--- src/rtl/step_controller_if.sv ---
// Control/handshake bundle between the step controller and the 10-bit datapath.
// The controller uses the master modport and the datapath/key logic uses the slave modport.
interface step_controller_if;
    logic       exec;
    logic [9:0] instr;
    logic [1:0] step_time;
    logic       clr;
    logic       ext_oe;
    logic       imm_oe;
    logic       r_oe;
    logic [2:0] r_raddr;
    logic       r_we;
    logic [2:0] r_waddr;
    logic       a_ld;
    logic       g_ld;
    logic       g_oe;
    logic [3:0] alu_op;

    modport master (
        input  exec, instr,
        output step_time, clr, ext_oe, imm_oe, r_oe, r_raddr, r_we, r_waddr,
               a_ld, g_ld, g_oe, alu_op
    );

    modport slave (
        output exec, instr,
        input  step_time, clr, ext_oe, imm_oe, r_oe, r_raddr, r_we, r_waddr,
               a_ld, g_ld, g_oe, alu_op
    );
endinterface

--- src/rtl/step_controller.sv ---
// Instruction sequencer: latches an instruction on start and steps T1..T3 driving datapath controls.
// Optional macro STEP_CTRL_EXEC_EDGE_EN makes a start require a rising edge of exec.
module step_controller (
    input  logic               clk,
    input  logic               rst,
    step_controller_if.master  ctrl
);

    typedef enum logic [1:0] {
        T0 = 2'd0,
        T1 = 2'd1,
        T2 = 2'd2,
        T3 = 2'd3
    } step_t;

    localparam logic [3:0] OP_LOAD = 4'b0000;
    localparam logic [3:0] OP_COPY = 4'b0001;
    localparam logic [3:0] OP_ADD  = 4'b0010;
    localparam logic [3:0] OP_SUB  = 4'b0011;
    localparam logic [3:0] OP_INV  = 4'b0100;
    localparam logic [3:0] OP_FLIP = 4'b0101;
    localparam logic [3:0] OP_AND  = 4'b0110;
    localparam logic [3:0] OP_OR   = 4'b0111;
    localparam logic [3:0] OP_XOR  = 4'b1000;
    localparam logic [3:0] OP_ADDI = 4'b1001;

    step_t       state_reg;
    logic [9:0]  ir_reg;
    logic        start;

    logic [3:0]  opcode;
    logic [2:0]  rx;
    logic [2:0]  ry;

    logic        clr;
    logic        ext_oe;
    logic        imm_oe;
    logic        r_oe;
    logic [2:0]  r_raddr;
    logic        r_we;
    logic [2:0]  r_waddr;
    logic        a_ld;
    logic        g_ld;
    logic        g_oe;
    logic [3:0]  alu_op;

    assign opcode = ir_reg[9:6];
    assign rx     = ir_reg[5:3];
    assign ry     = ir_reg[2:0];

    // Last step per opcode; illegal opcodes retire in T1 like LOAD/COPY.
    function automatic logic [1:0] last_step_of(input logic [3:0] op);
        logic [1:0] result;
        case (op)
            OP_LOAD, OP_COPY:                  result = 2'd1;
            OP_INV, OP_FLIP:                   result = 2'd2;
            OP_ADD, OP_SUB, OP_AND, OP_OR,
            OP_XOR, OP_ADDI:                   result = 2'd3;
            default:                           result = 2'd1;
        endcase
        return result;
    endfunction

    logic [15:0][1:0] last_step_tab;

    for (genvar gi = 0; gi < 16; gi++) begin : g_last_step
        assign last_step_tab[gi] = last_step_of(4'(gi));
    end

`ifdef STEP_CTRL_EXEC_EDGE_EN
    logic exec_prev_reg;

    always_ff @(posedge clk) begin
        if (rst) begin
            exec_prev_reg <= 1'b0;
        end else begin
            exec_prev_reg <= ctrl.exec;
        end
    end

    // Only a fresh press counts; an edge seen mid-instruction is simply lost.
    assign start = ctrl.exec & ~exec_prev_reg;
`else
    assign start = ctrl.exec;
`endif

    always_ff @(posedge clk) begin
        if (rst) begin
            state_reg <= T0;
            ir_reg    <= '0;
        end else begin
            case (state_reg)
                T0: begin
                    if (start) begin
                        ir_reg    <= ctrl.instr;
                        state_reg <= T1;
                    end
                end
                default: begin
                    if (clr) begin
                        state_reg <= T0;
                    end else begin
                        state_reg <= step_t'(state_reg + 2'd1);
                    end
                end
            endcase
        end
    end

    // Control decode depends only on registered state, so outputs are glitch-free per cycle.
    always_comb begin
        ext_oe  = 1'b0;
        imm_oe  = 1'b0;
        r_oe    = 1'b0;
        r_raddr = 3'd0;
        r_we    = 1'b0;
        r_waddr = 3'd0;
        a_ld    = 1'b0;
        g_ld    = 1'b0;
        g_oe    = 1'b0;
        alu_op  = 4'd0;
        clr     = (state_reg != T0) && (2'(state_reg) == last_step_tab[opcode]);

        if (state_reg != T0) begin
            alu_op = opcode;
        end

        case (opcode)
            OP_LOAD: begin
                if (state_reg == T1) begin
                    ext_oe  = 1'b1;
                    r_we    = 1'b1;
                    r_waddr = rx;
                end
            end
            OP_COPY: begin
                if (state_reg == T1) begin
                    r_oe    = 1'b1;
                    r_raddr = ry;
                    r_we    = 1'b1;
                    r_waddr = rx;
                end
            end
            OP_ADD, OP_SUB, OP_AND, OP_OR, OP_XOR: begin
                case (state_reg)
                    T1: begin
                        r_oe    = 1'b1;
                        r_raddr = rx;
                        a_ld    = 1'b1;
                    end
                    T2: begin
                        r_oe    = 1'b1;
                        r_raddr = ry;
                        g_ld    = 1'b1;
                    end
                    T3: begin
                        g_oe    = 1'b1;
                        r_we    = 1'b1;
                        r_waddr = rx;
                    end
                    default: ;
                endcase
            end
            OP_INV, OP_FLIP: begin
                case (state_reg)
                    T1: begin
                        r_oe    = 1'b1;
                        r_raddr = ry;
                        g_ld    = 1'b1;
                    end
                    T2: begin
                        g_oe    = 1'b1;
                        r_we    = 1'b1;
                        r_waddr = rx;
                    end
                    default: ;
                endcase
            end
            OP_ADDI: begin
                // Immediate comes from Ry; the datapath zero-extends it onto the bus.
                case (state_reg)
                    T1: begin
                        r_oe    = 1'b1;
                        r_raddr = rx;
                        a_ld    = 1'b1;
                    end
                    T2: begin
                        imm_oe  = 1'b1;
                        g_ld    = 1'b1;
                    end
                    T3: begin
                        g_oe    = 1'b1;
                        r_we    = 1'b1;
                        r_waddr = rx;
                    end
                    default: ;
                endcase
            end
            default: ;
        endcase
    end

    assign ctrl.step_time = 2'(state_reg);
    assign ctrl.clr       = clr;
    assign ctrl.ext_oe    = ext_oe;
    assign ctrl.imm_oe    = imm_oe;
    assign ctrl.r_oe      = r_oe;
    assign ctrl.r_raddr   = r_raddr;
    assign ctrl.r_we      = r_we;
    assign ctrl.r_waddr   = r_waddr;
    assign ctrl.a_ld      = a_ld;
    assign ctrl.g_ld      = g_ld;
    assign ctrl.g_oe      = g_oe;
    assign ctrl.alu_op    = alu_op;

endmodule
--- src/flat_wrapper.sv ---
// flat-port wrapper written by rule: the top's interface ports become plain ports
module step_controller_flat 
  (clk, rst, ctrl_exec, ctrl_instr, ctrl_step_time, ctrl_clr, ctrl_ext_oe, ctrl_imm_oe, ctrl_r_oe, ctrl_r_raddr, ctrl_r_we, ctrl_r_waddr, ctrl_a_ld, ctrl_g_ld, ctrl_g_oe, ctrl_alu_op);
  step_controller_if ctrl_i ();
  input  logic clk;
  input  logic rst;
  input wire logic [$bits(ctrl_i.exec)-1:0] ctrl_exec;
  input wire logic [$bits(ctrl_i.instr)-1:0] ctrl_instr;
  output wire logic [$bits(ctrl_i.step_time)-1:0] ctrl_step_time;
  output wire logic [$bits(ctrl_i.clr)-1:0] ctrl_clr;
  output wire logic [$bits(ctrl_i.ext_oe)-1:0] ctrl_ext_oe;
  output wire logic [$bits(ctrl_i.imm_oe)-1:0] ctrl_imm_oe;
  output wire logic [$bits(ctrl_i.r_oe)-1:0] ctrl_r_oe;
  output wire logic [$bits(ctrl_i.r_raddr)-1:0] ctrl_r_raddr;
  output wire logic [$bits(ctrl_i.r_we)-1:0] ctrl_r_we;
  output wire logic [$bits(ctrl_i.r_waddr)-1:0] ctrl_r_waddr;
  output wire logic [$bits(ctrl_i.a_ld)-1:0] ctrl_a_ld;
  output wire logic [$bits(ctrl_i.g_ld)-1:0] ctrl_g_ld;
  output wire logic [$bits(ctrl_i.g_oe)-1:0] ctrl_g_oe;
  output wire logic [$bits(ctrl_i.alu_op)-1:0] ctrl_alu_op;
  assign ctrl_i.exec = ctrl_exec;
  assign ctrl_i.instr = ctrl_instr;
  assign ctrl_step_time = ctrl_i.step_time;
  assign ctrl_clr = ctrl_i.clr;
  assign ctrl_ext_oe = ctrl_i.ext_oe;
  assign ctrl_imm_oe = ctrl_i.imm_oe;
  assign ctrl_r_oe = ctrl_i.r_oe;
  assign ctrl_r_raddr = ctrl_i.r_raddr;
  assign ctrl_r_we = ctrl_i.r_we;
  assign ctrl_r_waddr = ctrl_i.r_waddr;
  assign ctrl_a_ld = ctrl_i.a_ld;
  assign ctrl_g_ld = ctrl_i.g_ld;
  assign ctrl_g_oe = ctrl_i.g_oe;
  assign ctrl_alu_op = ctrl_i.alu_op;
  step_controller u_core (.clk(clk), .rst(rst), .ctrl(ctrl_i));
endmodule
--- config.mk ---
export PLATFORM = sky130hd
export DESIGN_NAME = step_controller_flat
export DESIGN_NICKNAME = d
export VERILOG_FILES = /design/src/rtl/step_controller_if.sv /design/src/rtl/step_controller.sv /design/src/flat_wrapper.sv
export SDC_FILE = /design/constraint.sdc
export NUM_CORES = 1
export LEC_CHECK = 0
export ABC_CLOCK_PERIOD_IN_PS = 4200
export CAP_MARGIN = 25
export CORE_MARGIN = 4
export CORE_UTILIZATION = 30
export CTS_CLUSTER_DIAMETER = 80
export DETAILED_ROUTE_END_ITERATION = 10
export SYNTH_ARGS = -nofsm -noshare
export SYNTH_HDL_FRONTEND = slang
export SYNTH_SLANG_ARGS = --single-unit
--- constraint.sdc ---
create_clock -name clk -period 4.2 [get_ports clk]
set_input_delay 1.05 -clock clk [delete_from_list [all_inputs] [get_ports clk]]
set_output_delay 1.05 -clock clk [all_outputs]
set_load 0.01 [all_outputs]
# After elaboration in Yosys (flattened, before gate mapping)

Memory sizes are Yosys's and may differ from the RTL's. A register that Yosys moved wholly into a read port is not among the register bits.
Index checks and enable logic that the tools add are counted.

Memories kept: 1
Output and inout bits: 20
Register bits after elaboration: 12
Input bits: 13
Memory bits (read-only): 32

Mux-type cells: 25
Reduce and logical (&&, ||, !) cells: 12
Add/sub/neg operators: 1
$lt $le $gt $ge: 1
Eq/ne operators: 14

Memories:

| name             | depth | bits a word | rd ports | clocked after memory_dff | wr ports | RTL line               | text |
|---|---|---|---|---|---|---|---|
| (name not given) | 16    | 2           | 1        | 1                        | 0        | step_controller.sv:122 | `clr = (state_reg != T0) && (2'(state_reg) == last_step_tab[opcode]);` |

Operators with widths:

| operator            | count |
|---|---|
| $pmux 3 s3          | 2 |
| $eq 4x3->1 const B  | 4 |
| $mux 3              | 4 |
| $mux 4              | 3 |
| $eq 4x2->1 const B  | 2 |
| $eq 4x4->1 const B  | 2 |
| $mux 2              | 4 |
| $mux 1              | 7 |
| $pmux 1 s2          | 3 |
| $pmux 3 s2          | 1 |
| $reduce_or 2->1     | 3 |
| $reduce_or 6->1     | 1 |
| $lt 4x5->1 const B  | 1 |
| $reduce_or 5->1     | 1 |
| $eq 2x2->1 const B  | 2 |
| $eq 4x1->1 const B  | 1 |
| $logic_not 4->1     | 1 |
| $reduce_or 4->1     | 1 |
| $pmux 1 s3          | 1 |
| $reduce_or 3->1     | 1 |
| $add 2x1->2 const B | 1 |
| $eq 2x1->1 const B  | 1 |
| $eq 2x2->1          | 1 |
| $logic_not 2->1     | 1 |
| 4 further kinds     | 4 |

# Depth between registers and ports, before layout

Depth after elaboration: 6
Mapped depth: 7
Depth with buffers taken out: 6

# Worst setup path after synthesis

No wires, ideal clock.

Path kind: reg-to-output
Start: register u_core.state_reg[0] (netlist: u_core.ctrl.step_time[0])
End: output ctrl_r_oe
Arrival time: 1.441 ns
Stages on the path, launching flop included: 6
Path buffers: 0
Path slack: 1.709 ns
Path through: dfxtp_1 > inv_1 > ha_1 > and3_1 > a21oi_1 > o32ai_1

Longest elaborated chain between the ends: 4

RTL lines:

| element                                  | RTL line                                                               | text |
|---|---|---|
| start: declaration                       | step_controller.sv:27                                                  | `step_t state_reg;` |
| start signal: assignment                 | step_controller.sv:103                                                 | `state_reg <= step_t'(state_reg + 2'd1);` |
| $eq 2x2->1 or $eq 2x1->1 (tied branches) | step_controller.sv:145, step_controller.sv:137, step_controller.sv:165 |  |
| $reduce_or 2->1 (no source line)         | n/a                                                                    |  |
| $mux 1                                   | step_controller.sv:145                                                 | `case (state_reg)` |
| $pmux 1 s2 *                             | step_controller.sv:128                                                 | `case (opcode)` |
| end: declaration                         | flat_wrapper.sv:13                                                     | `output wire logic [$bits(ctrl_i.r_oe)-1:0] ctrl_r_oe;` |

Every way passes the cells marked *; elsewhere a longest branch is shown, timed or not.

# Worst setup path in the final report

Start: register u_core.state_reg[0] (netlist: u_core.ctrl.step_time[0])
End: output ctrl_r_raddr[0]

Longest elaborated chain between the ends: 3

RTL lines:

| element                                  | RTL line                                                               | text |
|---|---|---|
| $eq 2x2->1 or $eq 2x1->1 (tied branches) | step_controller.sv:145, step_controller.sv:137, step_controller.sv:165 |  |
| $pmux 3 s2 (tied with other cells)       | step_controller.sv:145                                                 |  |
| $pmux 3 s3 *                             | step_controller.sv:128                                                 |  |
| end: declaration                         | flat_wrapper.sv:14                                                     | `output wire logic [$bits(ctrl_i.r_raddr)-1:0] ctrl_r_raddr;` |

Marks and branches as above.

==> qor.yml <==
status:
  outcome: "complete, no violations"
yosys:
  ys_warn_count: 0
  synth_area_um2: 900
  synth-seq-area-share_pct: 31.2
  synth_top_area_cell: "dfxtp_1"
  syn_area_per_cell_um2: 7.89
  syn_nets: 131
  synth_cells: 114
  ys_ff_latch: 14
  synth-edff-count: 0
  synth_cell_types: 34
  async_reset_ff_share_pct: 0
  synth_top_area_share_pct: 31.2
  synth_flop_cell: "dfxtp_1"
  ys_top_cells_by_area: "dfxtp_1 31%, nand2_1 8.8%, a21oi_1 7.8%"
setup_path:
  cpMaxStageDelayCell: "clkdlybuf4s50_1"
  start_kind: "register"
  r2r_start: "u_core.ctrl.step_time[0]"
  path_cells: "ha_1, nor2b_1, o21ai_0, o22ai_1, a22o_1, clkdlybuf4s50_1"
  worst-r2r-cell-count: 6
  end_kind: "output port"
  cp_slowest_stage_delay_ns: 0.53
  path_max_fanout: 7
  reg2reg_slack_ns: 2.26
  required_ns: 3.15
  worstPathArrival_ns: 2.37
  crit_type: "reg -> out"
cells_and_area:
  final_nets: 162
  layout_common_cells: "32 x clkdlybuf4s50_1, 21 x nand2_1, 14 x a21oi_1, 14 x dfxtp_1, 8 x nor2b_1"
  syn_to_final_growth_pct: 37.4
  n_antenna_cell: 0
  layout_commonest_cell: "clkdlybuf4s50_1"
  drive_gt1_share_pct: 6.29
sta:
  hold_viol: 0
  post-route-period-util_pct: 81.5
  whs_ns: 0.472
  relSlewSlack_pct: 65.3
  skew_ns: 0.00159
  fmax_mhz: 292
  setup-violations-final: 0
  rsz0062_at_grt: "false"
  final.setup.tns_ns: 0
  worst_pin_slew_ns: 0.519
  min_period_ns: 3.42
  finalMaxSlewViolations: 0
hold_path:
  hold_start: "u_core.ir_reg[5]"
  min_path_cells: 2
  holdPathEnd: "u_core.ir_reg[5]"
  min_path_type: "reg -> reg"
pwr:
  peakVddDrop_v: 0.000172
  power_w: 0.000429
  powerDensity_nw_per_um2: 347
  p_leak_nw: 0.444
drt:
  vias: 875
  drt_iter0_drc: 24
  vias_per_cell: 5.03
  drc_errors: 0
  first_pass_iters: 4
  ant_nets: 0
  routed_wirelength_um: 2190
  wl_per_cell_um: 12.6
floorplanning:
  io_pins: 33
  die-width_um: 62.8
  die_h_um: 62.8
  start_util_pct: 32.1
  core_area_um2: 2810
  dieArea_um2: 3940
  rows: 19
global_routing:
  grt_pass1_wl_um: 3830
  grt-ovfl-total: 0
  grt_pass1_vias: 865
  grt_use_total_pct: 11.6
  grt_max_degree: 16
  antenna_found_initial: 0
place:
  detailed_place_hpwl_um: 1690
  gp_congestion: 0.783
  io_buffers: 32
clocking:
  cts_tree: "yes"
  postCtsHoldBufs: 0
  cts.sinks: 14
  htreeDepth: 1
  clockBufferDepth: 2
  clk_pin_slew_ns: 0.07
  cts_root_buf: "clkbuf_4"
  clock_latency_ns: 0.27
  post_cts_buffers: 0
  cts_buffers: 3
  ctsResizeCount: 0
flow_run:
  maxCapViolations: 0
kinds of logic (layout without fill, tap and decap cells):
group | Yosys count | count (layout) | share of synthesized area (%)
AO/OA/AOI/OAI | 32 | 32 | 23.0
multiplexers | 1 | 1 | 1.11
flip-flops | 14 | 14 | 31.2
AND/OR/NAND/NOR | 50 | 50 | 29.6
XOR/XNOR | 3 | 3 | 2.92
adder cells (fa/ha/maj) | 4 | 4 | 5.56
buffers and inverters | 10 | 39 | 6.68
through the flow:
stage	utilization (%)	area, µm²	setup WS [ns]	cells
detailed placement	43.3	1210	1.08	171
floorplan	-	900	1.71	114
global route	44.1	1240	0.623	174
CTS	44.1	1240	0.788	174
finish	44.1	1240	0.776	174
global placement	43.3	1210	1.16	171
worst max-delay path, delay by kind of cell (launching register included):
kind	cells	cell delay, ns
DFF	1	0.46
AOI/OAI and AO/OA	3	0.58
adders and majority gates	1	0.31
and+or+nand+nor	1	0.23
buffers and inverters	1	0.53
worst max path at each step:
stage	slack, ns	to	from	cells past startpoint
global route	0.62	ctrl_r_raddr[1]	u_core.ctrl.step_time[0]	6
global placement	1.16	ctrl_r_raddr[2]	u_core.ctrl.step_time[0]	6
finish	0.78	ctrl_r_raddr[0]	u_core.ctrl.step_time[0]	6
CTS	0.79	ctrl_r_raddr[2]	u_core.ctrl.step_time[0]	6
floorplan	1.71	ctrl_r_oe	u_core.ctrl.step_time[0]	5
detailed placement	1.08	ctrl_r_raddr[2]	u_core.ctrl.step_time[0]	6
layout make-up:
type                       instances  area, µm²
clock buffer                       3       22.5
inverter                           4       15.0
multi-input combinational         90        559
timing repair buffer              32        320
fill                             297       1570
tap                               31       38.8
sequential                        14        280
power breakdown:
part	switching [W]	internal (W)	total, W
registers	0.0000259	0.000151	0.000177
clock network	0.0000373	0.0000331	0.0000704
logic	0.0000916	0.0000906	0.000182
metal layers:
metal / wire length, µm / global-route usage, % / vias to the layer above / share of wire (%)
met5: 0 / 0 / - / 0
met2: 1060 / 19.6 / 25 / 48
met4: 19 / 4.96 / 0 / 0.87
met1: 1020 / 14.7 / 396 / 47
met3: 96 / 1.62 / 2 / 4.4
li1: - / - / 452 / -
cells in the mapped netlist (2+ instances only):
library cell,number
buf_2,3
xnor2_1,3
nand2_2,2
ha_1,4
o21ai_0,5
nor2_1,6
nor2b_1,8
dfxtp_1,14
a21oi_1,14
nand3b_1,3
a22o_1,3
buf_6,2
nand2_1,21
inv_1,4
and3_1,2
nand3_1,2
(Power assumes the default switching activity.)
